--- src/rtl/fetch_unit.sv ---
// LEGv8 instruction fetch stage: holds the PC, fetches words over a req/ack
// handshake and presents instr / instr_pc / op to the main decoder.
module fetch_unit #(
  parameter int unsigned       N        = 64,
  parameter logic [N-1:0]      RESET_PC = '0
) (
  input  logic         clk,
  input  logic         reset,
  output logic         imem_req,
  output logic [N-1:0] imem_addr,
  input  logic         imem_ack,
  input  logic [31:0]  imem_rdata,
  input  logic         stall,
  input  logic         branch_taken,
  input  logic [N-1:0] branch_target,
  output logic         instr_valid,
  output logic [31:0]  instr,
  output logic [N-1:0] instr_pc,
  output logic [10:0]  op
);

  localparam logic [1:0] IDLE  = 2'd0;
  localparam logic [1:0] FETCH = 2'd1;
  localparam logic [1:0] HOLD  = 2'd2;

  logic [1:0]   state_q, state_d;
  logic [N-1:0] pc_q,    pc_d;
  logic         flush_q, flush_d;
  logic         req_q,   req_d;
  logic [N-1:0] addr_q,  addr_d;
  logic         valid_q, valid_d;
  logic [31:0]  instr_q, instr_d;
  logic [N-1:0] ipc_q,   ipc_d;

  logic [N-1:0] target;
  logic [N-1:0] pc_plus4;
  logic         ack;

  assign target   = branch_target & {{(N-2){1'b1}}, 2'b00};
  assign pc_plus4 = pc_q + N'(4);
  // An ack is only meaningful against an outstanding request.
  assign ack      = imem_ack & req_q;

  always_comb begin
    state_d = state_q;
    pc_d    = pc_q;
    flush_d = flush_q;
    req_d   = req_q;
    addr_d  = addr_q;
    valid_d = valid_q;
    instr_d = instr_q;
    ipc_d   = ipc_q;
    unique case (state_q)
      IDLE: begin
        state_d = FETCH;
        req_d   = 1'b1;
        addr_d  = pc_q;
      end
      FETCH: begin
        if (ack) begin
          if (branch_taken) begin
            pc_d    = target;
            flush_d = 1'b0;
            req_d   = 1'b1;
            addr_d  = target;
          end else if (flush_q) begin
            // Stale response to a pre-redirect address: drop it and refetch.
            flush_d = 1'b0;
            req_d   = 1'b1;
            addr_d  = pc_q;
          end else begin
            instr_d = imem_rdata;
            ipc_d   = pc_q;
            valid_d = 1'b1;
            req_d   = 1'b0;
            state_d = HOLD;
          end
        end else if (branch_taken) begin
          pc_d    = target;
          flush_d = 1'b1;
        end
      end
      HOLD: begin
        if (branch_taken) begin
          pc_d    = target;
          valid_d = 1'b0;
          req_d   = 1'b1;
          addr_d  = target;
          state_d = FETCH;
        end else if (!stall) begin
          pc_d    = pc_plus4;
          valid_d = 1'b0;
          req_d   = 1'b1;
          addr_d  = pc_plus4;
          state_d = FETCH;
        end
      end
      default: begin
        state_d = IDLE;
        req_d   = 1'b0;
        valid_d = 1'b0;
      end
    endcase
  end

  always_ff @(posedge clk or negedge reset) begin
    if (!reset) begin
      state_q <= IDLE;
      pc_q    <= RESET_PC;
      flush_q <= 1'b0;
      req_q   <= 1'b0;
      addr_q  <= RESET_PC;
      valid_q <= 1'b0;
      instr_q <= '0;
      ipc_q   <= '0;
    end else begin
      state_q <= state_d;
      pc_q    <= pc_d;
      flush_q <= flush_d;
      req_q   <= req_d;
      addr_q  <= addr_d;
      valid_q <= valid_d;
      instr_q <= instr_d;
      ipc_q   <= ipc_d;
    end
  end

  assign imem_req    = req_q;
  assign imem_addr   = addr_q;
  assign instr_valid = valid_q;
  assign instr       = instr_q;
  assign instr_pc    = ipc_q;
  assign op          = instr_q[31:21];

endmodule

--- config.mk ---
export PLATFORM = sky130hd
export DESIGN_NAME = fetch_unit
export DESIGN_NICKNAME = d
export VERILOG_FILES = /design/src/rtl/fetch_unit.sv
export SDC_FILE = /design/constraint.sdc
export NUM_CORES = 1
export LEC_CHECK = 0
export ABC_AREA = 1
export CAP_MARGIN = 20
export CORE_MARGIN = 4
export CORE_UTILIZATION = 45
export CTS_BUF_LIST = sky130_fd_sc_hd__clkbuf_2 sky130_fd_sc_hd__clkbuf_4 sky130_fd_sc_hd__clkbuf_8
export DETAILED_ROUTE_END_ITERATION = 10
export PLACE_DENSITY = 0.75
export SETUP_SLACK_MARGIN = 0.05
export SYNTH_ARGS = -nofsm -noshare
export SYNTH_HDL_FRONTEND = slang
export SYNTH_SLANG_ARGS = --single-unit
--- constraint.sdc ---
create_clock -name clk -period 2 [get_ports clk]
set_clock_uncertainty 0.15 [all_clocks]
set_input_delay 0.4 -clock clk [delete_from_list [all_inputs] [get_ports clk]]
set_output_delay 0.4 -clock clk [all_outputs]
set_load 0.1 [all_outputs]
After elaboration in Yosys (flattened, before gate mapping) --
Cells that the tools add are included.
Storage, ports and cells: register bits after elaboration 229, latch bits 0, bits in writable memories 0, ROM bits 0, input bits 101, output and inout port bits 173, logic and storage cells 60, memories 0
Operators by class: $add $sub $neg 1, $mul 0, divide/modulo/power cells 0, magnitude comparators 0, eq/ne operators 8, shifts and indexed selects 0, multiplexer cells 28, bitwise gates (word level) 4, reductions and logical operators 11
Operators by type and width (count):
- 64-bit two-way mux | 6
- 64-bit one-hot mux with 3 select lines | 1
- 64-bit one-hot mux with 2 select lines | 1
- 64-bit by 3-bit adder with 64-bit output (second input constant) | 1
- 1-bit two-way mux | 12
- 4-bit AND reduction | 3
- 2-bit two-way mux | 5
- 2-bit inequality test (second input constant) | 4
- 3-bit inequality test (second input constant) | 2
- 1-bit one-hot mux with 3 select lines | 2
- 2-bit one-hot mux with 3 select lines | 1
- 5-bit AND reduction | 1
- 2-bit AND reduction | 2
- 2-bit nonzero test | 2
- 1-bit inverter | 3
- 3-bit AND reduction | 1
- 3-bit nonzero test | 1
- 2-bit by 1-bit == test with 1-bit output (second input constant) | 1
- 2-bit == test (second input constant) | 1
- 2-bit logical NOT | 1
- 1-bit bitwise AND | 1

Depth between registers and ports, before layout --
word-level depth 4, mapped depth 13, mapped depth without buffers 13

Least setup slack after synthesis --
OpenSTA, ideal clock, no wires.
kind register to register, start reg req_q (netlist: imem_req), end reg addr_q[23] (netlist: imem_addr[23]), setup time 120 ps, arrival 2014 ps, required time 1730 ps, path slack -284 ps, cell stages (with the launch flop) 10, path buffers 3, clock period less this slack 2284 ps, path through dfrtp_1 nand2_1 nand2_1 o21ai_2 or2_1 buf_4 buf_4 buf_4 nand2_1 nand2_1
On the way: word-level cells in the longest chain between the ends 3
RTL lines:
- start, declared | line 29 | logic req_q, req_d;
- start signal, assigned | line 120 | req_q <= req_d;
- 1-bit bitwise AND | line 42 | assign ack = imem_ack & req_q;
- 2-bit inequality test (no source line)
- 4-bit AND reduction (no source line)
- end signal, assigned | line 121 | addr_q <= addr_d;
- end, declared | line 30 | logic [N-1:0] addr_q, addr_d;
Every way passes these cells. A chain may end at the register's enable or synchronous reset.

Worst setup path in the final report --
start reg pc_q[2], end reg addr_q[50] (netlist: imem_addr[50])
On the way: word-level cells in the longest chain between the ends 4
RTL lines:
- start, declared | line 27 | logic [N-1:0] pc_q, pc_d;
- start signal, assigned | line 118 | pc_q <= pc_d;
- 64-bit by 3-bit adder with 64-bit output | line 40 | assign pc_plus4 = pc_q + N'(4);
- 64-bit two-way mux | line 90 | end else if (!stall) begin
- 64-bit two-way mux | line 84 | if (branch_taken) begin
- 64-bit one-hot mux with 3 select lines | line 53 | unique case (state_q)
Every way passes these cells. The select of a mux whose other input is x is not followed.

==> flow_metrics.py <==
metrics = {
    "synthesis": {
        "synth.top_cells.by_area": "dfrtp_1 44%, nand2_1 16%, a21oi_1 7.0%",
        "synthesis.area_per_instance_sq_um": 7.23,
        "synth_seq_area_share_pct": 43.6,
        "synthTopCellsByCount": "560 x nand2_1, 229 x dfrtp_1, 193 x nor2_1",
        "synthesis.instances": 1818,
        "postSynth.topFlopCell": "dfrtp_1",
        "ys_warn_count": 0,
        "syn_area_sq_um": 13200,
        "synth_seq_cells": 229,
        "ys_types": 33,
        "post-synth-top-count-cell": "nand2_1",
        "synth-edff-count": 0,
        "syn_nets": 1924,
        "synth_largest_type_area_fraction_pct": 43.6,
        "synth_area_leader_cell": "dfrtp_1",
        "asyncSetResetFlopFracSynth_pct": 100,
    },
    "detailed_routing": {
        "via_count": 16300,
        "totalWireLength_mm": 61.8,
        "remaining_drc_errors": 0,
        "drt-initial-drc-count": 2229,
        "post_drt_wl_per_cell_um": 22.9,
        "drt-vias-per-instance": 6.04,
        "antenna_left": 0,
        "detailedRoute.firstPassIterationCount": 6,
    },
    "clock_network": {
        "clkSlewWorstSetupHoldPaths_ns": 0.07,
        "cts-root-to-sink-buffers": 3,
        "cts_tree": "yes",
        "number_of_cts_inserted_buffers": 41,
        "cts_num_sinks": 229,
        "cell_at_the_root_of_the_clock_tree": "clkbuf_8",
        "ctsHtreeMaxLevel": 2,
        "clkLatencyLatePin_ns": 0.55,
    },
    "global_routing": {
        "grt_antenna_before_repair": 2,
        "grt_pass1_wl_mm": 82.9,
        "grt_overflow": 0,
        "maximum_number_of_pins_on_one_net_before_global_route_repair": 84,
        "gr-usage-all-layers_pct": 32.6,
        "first_global_vias": 15300,
    },
    "run_status": {
        "result_of_the_run": "complete, but fails checks",
        "failed_checks": "setup timing",
    },
    "placement": {
        "dp_hpwl_mm": 35.4,
        "numPlacedInstances": 2527,
        "preCtsSetupSlack_ns": -0.232,
        "port_buffers": 271,
        "dpl_cell_area_sq_um": 19100,
        "routabilityCongestion": 0.952,
    },
    "sta": {
        "rsz_0062_raised_after_global_routing": "yes",
        "relSlewSlack_pct": 63.4,
        "final_max_slew_viol_count": 0,
        "clock_period_minus_final_worst_setup_slack_ns": 2.26,
        "final.period_utilization_pct": 113,
        "post-route-worst-setup-slack_ns": -0.259,
        "setup_viol": 143,
        "final-hold-violation-count": 0,
        "worst-slew-pin-transition_ns": 0.549,
        "fmaxAchievable_mhz": 443,
    },
    "worst_setup_path": {
        "crit_path_max_incr_delay_ns": 0.42,
        "cell_mode_on_critical_path": "nand2_1",
        "cp.arrival_ns": 2.56,
        "critPathTopFamily": "simple AND/OR/NAND/NOR gates",
        "cp-end-kind": "flop",
        "timing.critical_path.required_ns": 2.30,
        "timing.critical_path.cells": "ha_4, nand2_4, nor2_4, nand2_4, nor2_8, buf_12, buf_6, nand4_1, nand2_1, nand2_1, nand2_2, nand2_2, nand2_1, nand2_1",
        "worstSetupPathType": "flop to flop",
        "critical-path-slowest-cell": "dfrtp_1",
        "startpoint_type": "flop",
        "critical_path_buf_inv_count": 2,
        "timing.critical_path.fanout_max": 5,
    },
    "finish": {
        "drive_gt1_share_pct": 36.8,
        "stdcell_area_sq_um": 22900,
        "n_fill_cell": 1687,
        "layout-area-overhead-vs-synth_pct": 73.7,
        "finalNetCount": 2392,
        "finalNonFillerCells": 2701,
    },
    "floorplan": {
        "core.rowCount": 62,
        "io_pins": 274,
        "die_y_um": 179,
        "die_width_um": 179,
        "core_region_area_sq_um": 28800,
        "dieArea_sq_um": 32000,
        "initial_utilization_pct": 45.7,
    },
    "worst_hold_path": {
        "min_path_type": "primary input to flop",
    },
    "job": {
        "timing.max_cap.violations": 0,
    },
}
## cell families after synthesis
| family | synth area share, % |
|---|---|
| flops | 43.6 |
| fa+ha+maj | 0.476 |
| mux | 2.74 |
| simple gates | 28.0 |
| xor+xnor | 0.133 |
| compound gates | 17.7 |
| buf+inv | 7.35 |
## per-stage QoR
stage | hold slack [ns] | utilization (%) | setup TNS, ns
final | 0.226 | 79.4 | -17.53
after global routing | 0.248 | 79.4 | -24.77
after CTS | 0.164 | 74.4 | -2.68
after detailed placement | 0.228 | 66.3 | -12.53
after global placement | 0.218 | 66.3 | -8.38
after floorplan | -0.0456 | - | 0
## worst register-to-register path: cells and delay by family, from the launching register on
family	cells	cell delay (ns)
and+or+nand+nor	11	1.12
DFF	1	0.42
buffers and inverters	2	0.27
adders and majority gates	1	0.20
## final cells by class
type | count | area [sq um] | area share (%)
multi-input cells | 1366 | 7700 | 33.7
repair buffers | 535 | 7550 | 33.1
flip-flops and latches | 229 | 5740 | 25.1
clock buffers | 62 | 803 | 3.52
well taps | 384 | 480 | 2.10
inverters | 112 | 453 | 1.98
clock inverters | 10 | 103 | 0.449
repair inverters | 1 | 16.3 | 0.0712
diodes | 2 | 5.00 | 0.0219
## layout by cell type (no fill, tap or decap), types with 10 or more instances in the layout
cell | synthesis | layout
nand2_4 | 2 | 16
a21oi_2 | 0 | 64
buf_6 | 0 | 44
inv_1 | 105 | 101
o211ai_1 | 16 | 16
nand4_1 | 15 | 15
clkbuf_8 | 0 | 54
clkbuf_16 | 0 | 16
buf_16 | 0 | 18
nand3_1 | 88 | 70
nor2_4 | 5 | 31
a21oi_1 | 184 | 117
o21ai_1 | 20 | 37
clkdlybuf4s50_1 | 0 | 96
nor3_1 | 14 | 11
buf_4 | 20 | 159
o21ai_2 | 1 | 10
mux2_2 | 32 | 32
o21ai_0 | 143 | 116
nor2_2 | 7 | 25
nor2_1 | 193 | 149
a22oi_2 | 0 | 40
nand2_1 | 560 | 492
nand3_2 | 0 | 16
dfrtp_1 | 229 | 223
buf_12 | 0 | 196
nand2_2 | 8 | 61
## routing by layer
layer / vias up / part of all wire [%] / routed length (um) / GRT usage, %
met5: - / 0 / 0 / 0
li1: 6961 / - / - / -
met4: 0 / 6.5 / 3990 / 14.3
met3: 384 / 12 / 7180 / 7.04
met2: 1365 / 46 / 28700 / 54.5
met1: 7599 / 35 / 21900 / 40.8
## registers in the layout, indices dropped and copies added (netlist names)
name         cells
instr_valid      1
instr           32
pc_q            64
imem_req         1
state_q          2
flush_q          1
imem_addr       64
instr_pc        64
## timing repair
item                                    in CTS  in global routing
pin swaps                                   61                140
gates cloned                                16                 26
buffers inserted                            38                 26
hold endpoints to repair                    46                  0
endpoints found under the setup margin     127                207
hold buffers                                 1                  0
resized for setup                          190                247
## path summary, 6_finish.rpt
kind | cells past startpoint | slack [ns] | to | startpoint
setup reg to reg | 14 | -0.26 | imem_addr[50] | pc_q[2]
min in group asynchronous | 2 | 0.26 | instr[1] | reset
max in group asynchronous | 3 | 0.77 | imem_addr[24] | reset
hold / removal | 5 | 0.23 | flush_q | branch_taken
setup / recovery | 14 | -0.26 | imem_addr[50] | pc_q[2]
hold reg to reg | 2 | 0.37 | pc_q[1] | pc_q[1]
Power is left out: the tool's default activity adds up to more than one toggle a clock period on the data nets, which glitch-free logic cannot reach.
